==> src/rtl/mem_port_arbiter.sv <==
// Two-port arbiter placing fetch and data requests onto one single-port memory.
// One transaction at a time: grant in IDLE, LAT cycles in BUSY, one RESP cycle.
module mem_port_arbiter #(
    parameter int LAT = 2
) (
    input  logic        clk,
    input  logic        rst,
    input  logic        if_req,
    input  logic [31:0] if_addr,
    output logic        if_gnt,
    output logic        if_rvalid,
    output logic [31:0] if_rdata,
    input  logic        dm_req,
    input  logic        dm_we,
    input  logic [31:0] dm_addr,
    input  logic [31:0] dm_wdata,
    output logic        dm_gnt,
    output logic        dm_rvalid,
    output logic [31:0] dm_rdata,
    output logic        mem_we,
    output logic [31:0] mem_addr,
    output logic [31:0] mem_wdata,
    input  logic [31:0] mem_rdata,
    output logic        stall_f,
    output logic        stall_m,
    output logic [15:0] conflict_cnt
);

    localparam logic [3:0] CNT_INIT = 4'(LAT - 1);

    typedef enum logic [1:0] {
        IDLE = 2'd0,
        BUSY = 2'd1,
        RESP = 2'd2
    } state_t;

    state_t      state_q, state_d;
    logic        owner_dm_q, owner_dm_d;
    logic        prev_dm_q, prev_dm_d;
    logic        we_q, we_d;
    logic [31:0] addr_q, addr_d;
    logic [31:0] wdata_q, wdata_d;
    logic [3:0]  cnt_q, cnt_d;
    logic [31:0] if_rdata_q, if_rdata_d;
    logic [31:0] dm_rdata_q, dm_rdata_d;
    logic [15:0] conflict_q, conflict_d;
    logic        contend;
    logic        pick_dm;

    always_comb begin
        state_d    = state_q;
        owner_dm_d = owner_dm_q;
        prev_dm_d  = prev_dm_q;
        we_d       = we_q;
        addr_d     = addr_q;
        wdata_d    = wdata_q;
        cnt_d      = cnt_q;
        if_rdata_d = if_rdata_q;
        dm_rdata_d = dm_rdata_q;
        conflict_d = conflict_q;
        if_gnt     = 1'b0;
        dm_gnt     = 1'b0;
        contend    = if_req && dm_req;
        // dm normally wins; on contention fetch gets its turn right after a dm grant
        pick_dm    = dm_req && !(contend && prev_dm_q);

        case (state_q)
            IDLE: begin
                if (!rst && (if_req || dm_req)) begin
                    if_gnt     = !pick_dm;
                    dm_gnt     = pick_dm;
                    owner_dm_d = pick_dm;
                    prev_dm_d  = pick_dm;
                    addr_d     = pick_dm ? dm_addr : if_addr;
                    wdata_d    = pick_dm ? dm_wdata : 32'd0;
                    we_d       = pick_dm && dm_we;
                    cnt_d      = CNT_INIT;
                    state_d    = BUSY;
                end
                if (contend && (conflict_q != 16'hFFFF)) begin
                    conflict_d = conflict_q + 16'd1;
                end
            end
            BUSY: begin
                if (cnt_q == 4'd0) begin
                    if (owner_dm_q) begin
                        dm_rdata_d = we_q ? 32'd0 : mem_rdata;
                    end else begin
                        if_rdata_d = mem_rdata;
                    end
                    state_d = RESP;
                end else begin
                    cnt_d = cnt_q - 4'd1;
                end
            end
            RESP: begin
                state_d = IDLE;
            end
            default: begin
                state_d = IDLE;
            end
        endcase
    end

    always_ff @(posedge clk or posedge rst) begin
        if (rst) begin
            state_q    <= IDLE;
            owner_dm_q <= 1'b0;
            prev_dm_q  <= 1'b0;
            we_q       <= 1'b0;
            addr_q     <= 32'd0;
            wdata_q    <= 32'd0;
            cnt_q      <= 4'd0;
            if_rdata_q <= 32'd0;
            dm_rdata_q <= 32'd0;
            conflict_q <= 16'd0;
        end else begin
            state_q    <= state_d;
            owner_dm_q <= owner_dm_d;
            prev_dm_q  <= prev_dm_d;
            we_q       <= we_d;
            addr_q     <= addr_d;
            wdata_q    <= wdata_d;
            cnt_q      <= cnt_d;
            if_rdata_q <= if_rdata_d;
            dm_rdata_q <= dm_rdata_d;
            conflict_q <= conflict_d;
        end
    end

    // The counter still holds its load value only in the first BUSY cycle
    assign mem_we       = (state_q == BUSY) && (cnt_q == CNT_INIT) && we_q;
    assign mem_addr     = addr_q;
    assign mem_wdata    = wdata_q;
    assign if_rvalid    = (state_q == RESP) && !owner_dm_q;
    assign dm_rvalid    = (state_q == RESP) && owner_dm_q;
    assign if_rdata     = if_rdata_q;
    assign dm_rdata     = dm_rdata_q;
    assign stall_f      = if_req && !if_rvalid;
    assign stall_m      = dm_req && !dm_rvalid;
    assign conflict_cnt = conflict_q;

endmodule

==> config.mk <==
export PLATFORM = sky130hd
export DESIGN_NAME = mem_port_arbiter
export DESIGN_NICKNAME = d
export VERILOG_FILES = /design/src/rtl/mem_port_arbiter.sv
export SDC_FILE = /design/constraint.sdc
export NUM_CORES = 1
export LEC_CHECK = 0
export CORE_ASPECT_RATIO = 1.25
export CORE_UTILIZATION = 42
export CTS_BUF_LIST = sky130_fd_sc_hd__clkbuf_16
export DETAILED_ROUTE_END_ITERATION = 12
export GPL_ROUTABILITY_DRIVEN = 0
export PLACE_DENSITY = 0.8
export SYNTH_ARGS = -nofsm -noshare
export SYNTH_HDL_FRONTEND = slang
export SYNTH_SLANG_ARGS = --single-unit
==> constraint.sdc <==
create_clock -name clk -period 5.5 [get_ports clk]
set_input_delay 1.1 -clock clk [delete_from_list [all_inputs] [get_ports clk]]
set_output_delay 1.1 -clock clk [all_outputs]
set_load 0.03 [all_outputs]
Yosys cells after proc, flatten, opt, wreduce, memory -nomap -nowiden
Index checks and enable logic that the tools add are counted.
{"block": "word_totals", "register_bits": 152, "inputBits": 133}
{"block": "classes", "addsub": 2, "eq_ne": 7, "n_mux": 13, "n_bitwise": 1, "n_reduce_logical": 28}
{"op": "$mux W32", "count": 3}
{"op": "$add A16 B1 Y16 const B", "count": 1}
{"op": "$ne A16 B16 Y1 const B", "count": 1}
{"op": "$logic_and A1 B1 Y1", "count": 12}
{"op": "$reduce_and A3 Y1", "count": 3}
{"op": "$mux W4", "count": 2}
{"op": "$pmux W4 S2", "count": 1}
{"op": "$logic_not A1 Y1", "count": 6}
{"op": "$ne A2 B2 Y1 const B", "count": 3}
{"op": "$reduce_and A2 Y1", "count": 3}
{"op": "$eq A4 B1 Y1 const B", "count": 1}
{"op": "$logic_not A4 Y1", "count": 1}
{"op": "$mux W1", "count": 4}
{"op": "$mux W2", "count": 2}
{"op": "$pmux W2 S2", "count": 1}
{"op": "$sub A4 B1 Y4 const B", "count": 1}
{"op": "$eq A2 B1 Y1 const B", "count": 1}
{"op": "$eq A2 B2 Y1 const B", "count": 1}
{"op": "$logic_not A2 Y1", "count": 1}
{"op": "$reduce_bool A2 Y1", "count": 1}
{"op": "$logic_or A1 B1 Y1", "count": 1}
{"op": "$not A1 Y1", "count": 1}

Depth between registers and ports, before layout
{"block": "logic_depth", "word_depth": 7, "ltp_mapped": 7}

Worst setup path before layout
No wires, ideal clock.
{"block": "synth_path", "kind": "input port to output port", "start": "input rst", "end": "output dm_gnt", "arrival_time_ps": 1993, "slack_ps": 2407, "path_stages": 5, "n_path_buf": 3, "path_cell_list": "nor3_1 > and3_1 > clkbuf_1 > buf_2 > buf_2"}
{"block": "synth_between", "elab_chain_len": 4}
{"element": "from (decl)", "line": "7", "rtl": "input logic rst,"}
{"element": "$logic_not A1 Y1 (no source line)"}
{"element": "$logic_and A1 B1 Y1", "line": "69", "rtl": "if (!rst && (if_req || dm_req)) begin"}
{"element": "$mux W1", "line": "69"}
{"element": "$mux W1", "line": "67", "rtl": "case (state_q)"}
{"element": "to (decl)", "line": "17", "rtl": "output logic dm_gnt,"}
No other way between the ends.

Final worst setup path
Ends and elaborated chain as after synthesis.

==> out/results.ini <==
[grt]
grt_start_max_net_pins = 87
grt_pass1_vias = 5471
grt_pass1_wl_um = 28830
grt_use_total_pct = 23.29
antenna_found_initial = 0
grt-ovfl-total = 0

[routing]
wire_per_inst_um = 18.31
vias = 5159
ant_nets = 0
first_pass_iters = 4
drc = 0
drt-total-wl_um = 17850
viasPerCell = 5.291
drtIter0Drc = 252

[cells_and_area]
layout-drive-gt1-share_pct = 10.47
fin_nets = 916
area_growth_pct = 55.35
final_cell_mix = clkdlybuf4s50_1, dfrtp_1, nand2_1
n_fill_cell = 1080
fin_util_pct = 66.77
diodes = 0
layout_commonest_cell = clkdlybuf4s50_1

[clock_network]
cts-buffers-inserted = 17
clkSinkCount = 152
ctsResizeCount = 0
cts_tree = yes
cts_buffer_depth = 2
clk_root_buffer_cell = clkbuf_16
path_clk_slew_ns = 0.06
postCtsSetupBuffers = 0
cts_hold_buf = 0
clkLatencyLatePin_ns = 0.42
h-tree-depth = 4

[critical_path]
cp.arrival_ns = 2.99
rr_worst_depth = 4
startpoint_type = input port
critPathRequiredTime_ns = 4.40
crit_path_end_kind = primary output
worstPathMaxFanout = 2
critPathKind = in -> out

[die]
fp.dieArea_mm2 = 0.01580
dieHeight_um = 140.3
core_area_mm2 = 0.01495
initial_core_util_pct = 42.98
die_x_um = 112.6
ios = 284
row_count = 50

[outcome]
status = finished clean

[synth]
synth_seq_cells = 152
synth_mux_area_share_pct = 7.886
synth_top_family_by_area = simple AND/OR/NAND/NOR gates
synth_cells = 504
synth_ff_type = dfrtp_1
ys_types = 39
synth-simple-area-share_pct = 13.59
synth_edf_count = 0
synth_xor_xnor_area_share_pct = 2.317
async_flop_share_pct = 100.0
synth_compound_area_share_pct = 13.16
yosys_warnings = 0
syn-num-nets = 640
yosys.area_share.adder_pct = 0.5841
synthesis.area_mm2 = 0.006426
synth-seq-area-share_pct = 59.19
avgSynthCellArea_um2 = 12.75

[timing]
max_freq_ghz = 0.2442
setup_viol = 0
setup-tns-final_ns = 0
worstMarginPinSlew_ns = 1.193
slew_headroom_pct = 20.50
timing.final.crit_share_pct = 74.45
final_max_slew_viol_count = 0
skew_ns = 0.009708
finalHoldViolCount = 0
rsz0062_at_grt = no
period_minus_slack_ns = 4.095

[min_path]
worstHoldPathCells = 2
min_path_type = reg -> reg

[run]
drv_cap = 0

[place]
hpwl_um = 12470
portBuffers = 283

[power_and_ir_drop]
power.density_mw_per_mm2 = 652.6
p_leak_nw = 4.711
irDropWorstVdd_mv = 0.3705

==> stage by stage <==
step                hold slack (ns)  instance area [um2]  cells  worst slack (ns)  power, mW
floorplan                    0.4964                 6426    504            0.3069      3.926
global placement             0.4477                 9358    943             1.387      5.212
detailed placement           0.4592                 9358    943             1.401      5.305
CTS                          0.4732                 9983    975             1.392      6.570
global route                 0.4965                 9983    975             1.281      6.820
finish                       0.4682                 9983    975             1.405      6.515
==> power by group <==
part / switching (mW) / leakage, nW / internal (mW)
clock network: 0.468 / 0.313 / 0.762
logic: 1.73 / 2.52 / 1.54
registers: 0.378 / 1.88 / 1.64
==> cell type report <==
class / instances / area, um2 / share of cell area (%)
Sequential cell: 152 / 3804 / 38.10
Timing Repair Buffer: 290 / 2885 / 28.90
Multi-Input combinational cell: 316 / 2425 / 24.29
Clock buffer: 17 / 425.4 / 4.261
Tap cell: 182 / 227.7 / 2.281
Clock inverter: 15 / 200.2 / 2.005
Inverter: 3 / 16.27 / 0.1629
==> cells in the mapped netlist, types with 2 or more instances <==
master | n | area (um2)
mux2_2 | 5 | 56.30
inv_1 | 3 | 11.26
buf_12 | 3 | 60.06
nor2b_1 | 3 | 18.77
buf_2 | 15 | 75.07
mux2_4 | 30 | 450.4
nand2_1 | 78 | 292.8
a21o_1 | 34 | 255.2
a22o_1 | 65 | 569.3
xor2_1 | 16 | 140.1
nand4b_1 | 2 | 17.52
nand3b_1 | 33 | 247.7
nand4_1 | 3 | 18.77
dfrtp_1 | 152 | 3804
clkbuf_1 | 13 | 48.80
and2_1 | 2 | 12.51
ha_1 | 3 | 37.54
nor3_1 | 8 | 40.04
nor2_1 | 6 | 22.52
and3_1 | 6 | 37.54
nand3_1 | 2 | 10.01
nor4_1 | 5 | 31.28
==> flip-flops by register name (all words and copies together), names as in the netlist <==
signal and cells:
if_rdata 32, we_q 1, dm_rdata 32, mem_addr 32
state_q 2, mem_wdata 32, conflict_cnt 16, prev_dm_q 1
cnt_q 4
==> worst max-delay path: stages <==
cell and delay, ns:
clkdlybuf4s50_1 0.49, nor3_1 0.34, and3_2 0.32, clkdlybuf4s50_1 0.74
==> cell families (layout without fill, tap and decap cells) <==
| kind of cell | Yosys count | in the layout |
|---|---|---|
| AO/OA/AOI/OAI | 102 | 102 |
| XOR/XNOR | 17 | 17 |
| adder cells (fa/ha/maj) | 3 | 3 |
| buffers and inverters | 36 | 325 |
| flip-flops | 152 | 152 |
| multiplexers | 35 | 35 |
| AND/OR/NAND/NOR | 159 | 159 |
==> worst paths after layout <==
check / startpoint / endpoint / slack (ns)
max: rst / dm_gnt / 1.41
min: dm_rdata[15]$_DFFE_PP0P_ / dm_rdata[15]$_DFFE_PP0P_ / 0.47
max reg2reg: state_q[1]$_DFFE_PP0P_ / if_rdata[4]$_DFFE_PP0P_ / 3.13
min reg2reg: dm_rdata[15]$_DFFE_PP0P_ / dm_rdata[15]$_DFFE_PP0P_ / 0.47
max in group asynchronous: rst / mem_wdata[25]$_DFFE_PP0P_ / 3.28
min in group asynchronous: rst / mem_addr[11]$_DFFE_PP0P_ / 1.24
==> per-layer routing <==
layer  share of wire, %  track usage, %  routed length [um]
met3                6.8           6.577                1216
met5                  0               0                   0
met4                2.7           9.754                 482
met1                 39           26.78                6950
met2                 52           40.51                9205
(Power assumes the default switching activity.)
